**config.mk**
```make
export PLATFORM = sky130hd
export DESIGN_NAME = sd_block_reader
export DESIGN_NICKNAME = d
export VERILOG_FILES = /design/src/rtl/sd_block_reader.sv
export SDC_FILE = /design/constraint.sdc
export NUM_CORES = 1
export LEC_CHECK = 0
export CAP_MARGIN = 20
export CORE_ASPECT_RATIO = 2
export CORE_MARGIN = 2
export CORE_UTILIZATION = 53
export CTS_CLUSTER_SIZE = 10
export DETAILED_ROUTE_END_ITERATION = 10
export PLACE_DENSITY_LB_ADDON = 0.1
export REMOVE_ABC_BUFFERS = 1
export SLEW_MARGIN = 20
export SYNTH_ARGS = -nofsm -noshare
export SYNTH_HDL_FRONTEND = slang
export SYNTH_SLANG_ARGS = --single-unit
```
**constraint.sdc**
```tcl
create_clock -name clk -period 5.6 [get_ports clk]
set_clock_uncertainty 0.1 [all_clocks]
set_input_delay 0.84 -clock clk [delete_from_list [all_inputs] [get_ports clk]]
set_output_delay 0.84 -clock clk [all_outputs]
set_load 0.005 [all_outputs]
```
**src/rtl/sd_block_reader.sv**
```systemverilog
`default_nettype none
// ============================================================================
// Module   : sd_block_reader
// Purpose  : Reads one 512-byte SD data block through a byte shifter. It waits
//            for the FE start token, writes the data bytes into a buffer and
//            checks the trailing CRC16 with an external CRC generator.
// Revision : 1.0 - initial release
// ============================================================================
module sd_block_reader #(
  parameter int TOKEN_TRIES = 1024
) (
  input  logic        clk,
  input  logic        rst,
  input  logic        start,
  output logic        active,
  output logic        done,
  output logic [1:0]  error,
  output logic        sh_start_read,
  output logic [7:0]  sh_shift_in,
  input  logic [7:0]  sh_shift_out,
  input  logic        sh_busy,
  output logic        sh_crc_reset,
  output logic        sh_crc_source,
  input  logic [15:0] sh_crc,
  output logic        buf_we,
  output logic [8:0]  buf_addr,
  output logic [7:0]  buf_wdata
);

  typedef enum logic [3:0] {
    IDLE      = 4'd0,
    TOK_ISSUE = 4'd1,
    TOK_WAIT  = 4'd2,
    DAT_ISSUE = 4'd3,
    DAT_WAIT  = 4'd4,
    CRC_ISSUE = 4'd5,
    CRC_WAIT  = 4'd6,
    CHECK     = 4'd7,
    FINISH    = 4'd8
  } state_t;

  // Index of the final permitted FF: receiving FF with this many FFs already
  // seen is the TOKEN_TRIES-th consecutive FF and ends in a timeout.
  localparam logic [10:0] c_LAST_TRY = 11'(TOKEN_TRIES - 1);

  state_t      r_state;
  state_t      w_next;
  logic [10:0] r_tries;
  logic [8:0]  r_cnt;
  logic        r_crc_idx;
  logic [1:0]  r_error;
  logic [8:0]  r_addr_q;
  logic [7:0]  r_data_q;

  logic        w_start_rd;
  logic        w_crc_rst;
  logic        w_we;
  logic        w_done;
  logic        w_set_err;
  logic [1:0]  w_err_val;
  logic        w_begin;
  logic        w_tries_inc;
  logic        w_cnt_clr;
  logic        w_idx_inc;

  // State register.
  always_ff @(posedge clk or posedge rst) begin
    if (rst) r_state <= IDLE;
    else     r_state <= w_next;
  end

  // Next-state decode plus the one-cycle control strobes.
  always_comb begin
    w_next      = r_state;
    w_start_rd  = 1'b0;
    w_crc_rst   = 1'b0;
    w_we        = 1'b0;
    w_done      = 1'b0;
    w_set_err   = 1'b0;
    w_err_val   = 2'b00;
    w_begin     = 1'b0;
    w_tries_inc = 1'b0;
    w_cnt_clr   = 1'b0;
    w_idx_inc   = 1'b0;
    case (r_state)
      IDLE: begin
        if (start) begin
          w_begin   = 1'b1;
          w_set_err = 1'b1;
          w_next    = TOK_ISSUE;
        end
      end
      TOK_ISSUE: begin
        if (!sh_busy) begin
          w_start_rd = 1'b1;
          w_next     = TOK_WAIT;
        end
      end
      TOK_WAIT: begin
        if (!sh_busy) begin
          if (sh_shift_out == 8'hFE) begin
            w_crc_rst = 1'b1;
            w_cnt_clr = 1'b1;
            w_next    = DAT_ISSUE;
          end else if (sh_shift_out == 8'hFF) begin
            if (r_tries == c_LAST_TRY) begin
              w_set_err = 1'b1;
              w_err_val = 2'b01;
              w_next    = FINISH;
            end else begin
              w_tries_inc = 1'b1;
              w_next      = TOK_ISSUE;
            end
          end else begin
            w_set_err = 1'b1;
            w_err_val = 2'b10;
            w_next    = FINISH;
          end
        end
      end
      DAT_ISSUE: begin
        if (!sh_busy) begin
          w_start_rd = 1'b1;
          w_next     = DAT_WAIT;
        end
      end
      DAT_WAIT: begin
        if (!sh_busy) begin
          w_we   = 1'b1;
          w_next = (r_cnt == 9'd511) ? CRC_ISSUE : DAT_ISSUE;
        end
      end
      CRC_ISSUE: begin
        if (!sh_busy) begin
          w_start_rd = 1'b1;
          w_next     = CRC_WAIT;
        end
      end
      CRC_WAIT: begin
        if (!sh_busy) begin
          w_idx_inc = 1'b1;
          w_next    = r_crc_idx ? CHECK : CRC_ISSUE;
        end
      end
      CHECK: begin
        w_set_err = 1'b1;
        w_err_val = (sh_crc == 16'h0000) ? 2'b00 : 2'b11;
        w_next    = FINISH;
      end
      FINISH: begin
        w_done = 1'b1;
        w_next = IDLE;
      end
      default: w_next = IDLE;
    endcase
  end

  // Counters, status and the held buffer address/data.
  always_ff @(posedge clk or posedge rst) begin
    if (rst) begin
      r_tries   <= 11'd0;
      r_cnt     <= 9'd0;
      r_crc_idx <= 1'b0;
      r_error   <= 2'b00;
      r_addr_q  <= 9'd0;
      r_data_q  <= 8'd0;
    end else begin
      if (w_begin) begin
        r_tries   <= 11'd0;
        r_cnt     <= 9'd0;
        r_crc_idx <= 1'b0;
      end
      if (w_tries_inc) r_tries <= r_tries + 11'd1;
      if (w_cnt_clr)   r_cnt   <= 9'd0;
      if (w_we) begin
        r_cnt    <= r_cnt + 9'd1;
        r_addr_q <= r_cnt;
        r_data_q <= sh_shift_out;
      end
      if (w_idx_inc) r_crc_idx <= ~r_crc_idx;
      if (w_set_err) r_error   <= w_err_val;
    end
  end

  assign active        = (r_state != IDLE);
  assign done          = w_done;
  assign error         = r_error;
  assign sh_start_read = w_start_rd;
  assign sh_shift_in   = 8'hFF;
  assign sh_crc_reset  = w_crc_rst;
  assign sh_crc_source = 1'b1;
  assign buf_we        = w_we;
  assign buf_addr      = w_we ? r_cnt : r_addr_q;
  assign buf_wdata     = w_we ? sh_shift_out : r_data_q;

endmodule
`default_nettype wire

```
; ---- Word-level counts from Yosys, hierarchy flattened
; Cells that the tools add are included.
[totals]
wordCells = 85
inputBits = 28
memories = 0
out_inout_bits = 33
romBits = 0
mem_bits_rw = 0
reg_bits = 44
latch_bits = 0
[classes]
bitwise_logic = 1
order_cmp = 0
muxes = 48
div_mod_pow = 0
add_sub_neg = 2
multipliers = 0
shifts = 0
eq_ne = 19
reduce_logical = 8
[op_table]
columns = op, n
row1 = two-way mux 4 bit, 10
row2 = two-way mux 9 bit, 4
row3 = one-hot mux 4 bit (8 select lines), 1
row4 = two-way mux 1 bit, 22
row5 = two-way mux 11 bit, 2
row6 = equality test 4 x 3 -> 1 bit (second input constant), 4
row7 = equality test 8 bit (second input constant), 2
row8 = zero test 16 bit, 1
row9 = inequality test 2 bit (second input constant), 7
row10 = adder 11 x 1 -> 11 bit (second input constant), 1
row11 = equality test 11 x 10 -> 1 bit (second input constant), 1
row12 = two-way mux 2 bit, 5
row13 = adder 9 x 1 -> 9 bit (second input constant), 1
row14 = equality test 9 bit (second input constant), 1
row15 = equality test 4 x 2 -> 1 bit (second input constant), 2
row16 = two-way mux 8 bit, 1
row17 = AND reduction 7 bit, 1
row18 = equality test 4 x 1 -> 1 bit (second input constant), 1
row19 = equality test 4 bit (second input constant), 1
row20 = zero test 4 bit, 1
row21 = one-hot mux 2 bit (2 select lines), 1
row22 = nonzero test 2 bit, 2
row23 = nonzero test 4 bit, 1
row24 = two-way mux 3 bit, 1
row25 = 4 further kinds, 4

; ---- Depth between registers and ports, before layout
[depth]
word_depth = 7
ltp_mapped = 9

; ---- Worst setup path before layout
; No wires, ideal clock.
[synth_path]
kind = input to output
from = input sh_busy
to = output buf_addr[5]
slack_ps = 2636
t_arrival_ps = 2024
required_ps = 4660
cell_stages = 7
path_cell_list = clkbuf_1 > nor3b_1 > nand2_1 > clkbuf_1 > clkbuf_1 > nand2_1 > nand2_1
[synth_via]
elab_chain_len = 3
[synth_rtl]
columns = item, line
row1 = "start, declared", 21  ; input logic sh_busy,
row2 = two-way mux 1 bit, 128  ; if (!sh_busy) begin
row3 = two-way mux 1 bit, 85  ; case (r_state)
row4 = two-way mux 9 bit, -
row5 = "end, declared", 26  ; output logic [8:0] buf_addr,
; No other way between the ends.

; ---- Worst setup path after layout
[layout_path]
from = input sh_busy
to = output buf_wdata[6]
[layout_via]
elab_chain_len = 3
[layout_rtl]
columns = item, line
row1 = two-way mux 1 bit, 128
row2 = two-way mux 1 bit, 85
row3 = two-way mux 8 bit, -
row4 = "end, declared", 27  ; output logic [7:0] buf_wdata
; No other way between the ends.

==> results.cfg <==
[yosys]
syn-cell-area_mm2 = 0.00239
ys_ff_latch = 44
synth.distinct_cells = 59
synthFlopType = dfrtp_1
synth_common_cells = nand2_1 (67), dfrtp_1 (44), nor4_1 (10)
synth-edff-count = 0
syn_avg_cell_area_um2 = 9.12
synth_most_common_cell = nand2_1
yosys.area.top_type = dfrtp_1
synth-seq-area-share_pct = 46.1
synthArstFlopShare_pct = 100
syn_inst = 262
synth_area_leaders = dfrtp_1 (46%), nand2_1 (11%), buf_4 (2.8%)
yosys.area.top_type_share_pct = 46.1
synth_warnings = 0

[placed_design]
dpl_worst_slack_ns = 1.58
place_congestion = 0.765
io_buffers = 51
dp_hpwl_um = 3940
dp_cells = 356

[clocking]
post_cts_resized = 0
cts.sinks = 44
clk_latency_ns = 0.30
htree_levels = 2
clk_pin_slew_worst_paths_ns = 0.08
cts_buffers = 5
max-clock-path-buffers = 2
clockRootBuffer = clkbuf_8
cts_tree = built
postCtsHoldBufs = 0
postCtsSetupBuffers = 0

[layout]
stdcell_count = 364
utilization_pct = 68.8
multiInputGateArea_mm2 = 0.00116
layout-area-overhead-vs-synth_pct = 24.9
drive_gt1_share_pct = 5.48
register_area_mm2 = 0.00110
diodes = 0
nNetsFinal = 340
fillers = 379

[critical_path]
worstReg2RegStart = r_cnt[0]
cp.required_ns = 4.66
crit_start = sh_busy
crit_path_max_fanout = 23
critical_path_class = in2out
startpoint_type = input pin
endpoint_kind = output pin
arrival_ns = 3.09

[sta]
period_share_pct = 72.0
worst_pin_slew_ns = 0.586
slew_headroom_pct = 60.3
fmax_mhz = 248
fin_ws_ns = 1.57
rsz0062_at_grt = false
finalSetupTns_ns = 0
setup_viol = 0
finalMaxSlewViolations = 0
finalHoldViolCount = 0
fin_crit_ns = 4.03

[route]
vias = 2060
vias_per_cell = 5.66
routedWlPerCell_um = 14.6
drt_first_pass_iters = 4
ant_nets = 0
drt_wl_total_um = 5310
drc = 0
drt_iter0_drc = 30

[global_routing]
antenna_found_initial = 0
grt_pass1_vias = 2094
grt_max_degree = 45
grt_usage_pct = 22.9
grt_pass1_wl_um = 8990
grt_overflow = 0

[floorplan]
core_mm2 = 0.00434
dieArea_mm2 = 0.00509
io_pins = 61
rows = 34
initial_utilization_pct = 55.0
die_w_um = 51.5
die_height_um = 98.9

[outcome]
outcome = complete, no violations

[hold_path]
hp-start = r_data_q[5]
hp-class = reg2reg

[pwr]
leakagePower_nw = 1.36
ir_drop_uv = 259
total_power_mw = 1.01
power_density_mw_per_mm2 = 337

[flow_run]
drv_cap = 0
-- cell type report --
class	instances	area share [%]
flip-flops and latches	44	36.9
clock inverters	1	0.252
multi-input cells	197	39.0
repair buffers	54	17.9
inverters	7	0.881
well taps	54	2.26
clock buffers	7	2.89
-- final timing paths --
kind                       slack, ns  cells past startpoint           end
max in group asynchronous       4.14                      3   r_data_q[6]
hold / removal                  0.37                      2   r_data_q[5]
min in group asynchronous       0.87                      3    r_tries[3]
setup reg to reg                3.28                      8    r_state[2]
setup / recovery                1.57                      9  buf_wdata[6]
hold reg to reg                 0.37                      2   r_data_q[5]
-- sequential cells by signal (all words and copies together) (netlist names) --
name and cells:
r_state 4, r_addr_q 9, r_cnt 9, r_tries 11, r_crc_idx 1, error 2, r_data_q 8
-- cells in the final DEF (no fill, tap or decap), types with 2 or more instances in the layout --
cell type / instances
xnor2_1: 2
inv_1: 6
clkbuf_8: 6
nor4_1: 10
a221o_1: 3
conb_1: 9
or4_1: 2
nand4_1: 3
a211oi_1: 2
a21oi_1: 7
a2bb2oi_1: 2
nand3b_1: 2
o211a_1: 2
dfrtp_1: 44
a22o_1: 5
and3_1: 6
nand2_2: 2
o211ai_1: 2
a31oi_1: 3
clkdlybuf4s50_1: 51
nor2_1: 5
mux2i_1: 4
a2111oi_0: 2
nand2_1: 67
o21ai_0: 4
or3_1: 3
a21o_1: 3
nand2b_1: 4
buf_4: 3
nand3_1: 9
nor3_1: 6
ha_1: 3
-- per-layer routing --
| layer | up-vias | wire, um | track usage, % |
|---|---|---|---|
| met3 | 10 | 208 | 3.79 |
| met2 | 43 | 3010 | 43.4 |
| met1 | 994 | 2000 | 23.3 |
| li1 | 1013 | - | - |
| met4 | 0 | 97 | 9.92 |
| met5 | - | 0 | 0 |
-- through the flow --
stage               instance area [um^2]  hold WS, ns
CTS                                 2980        0.379
global route                        2980        0.388
floorplan                           2290        0.356
detailed placement                  2890        0.359
finish                              2980        0.374
global placement                    2890        0.353
-- report_power, final --
group / internal (mW) / leakage, nW / switching (mW)
sequential: 0.375 / 0.599 / 0.0678
combinational: 0.192 / 0.720 / 0.164
clock: 0.100 / 0.0445 / 0.108
-- cell families (layout without fill, tap and decap cells) --
logic type	count (synthesis)	after routing	synth area share [%]
other cells	1	9	0.157
xor+xnor	3	3	1.10
compound gates	44	44	13.9
mux	5	5	2.15
buf+inv	29	69	6.50
simple gates	133	133	28.5
fa+ha+maj	3	3	1.57
flops	44	44	46.1
-- worst max-delay path: stages --
cell	delay [ns]
clkdlybuf4s50_1	0.54
nor3b_1	0.34
nand2_1	0.09
buf_4	0.22
clkinv_1	0.11
buf_4	0.25
nand2_1	0.09
nand2_1	0.08
clkdlybuf4s50_1	0.51
Note: power is estimated with default switching activity, not from simulation.
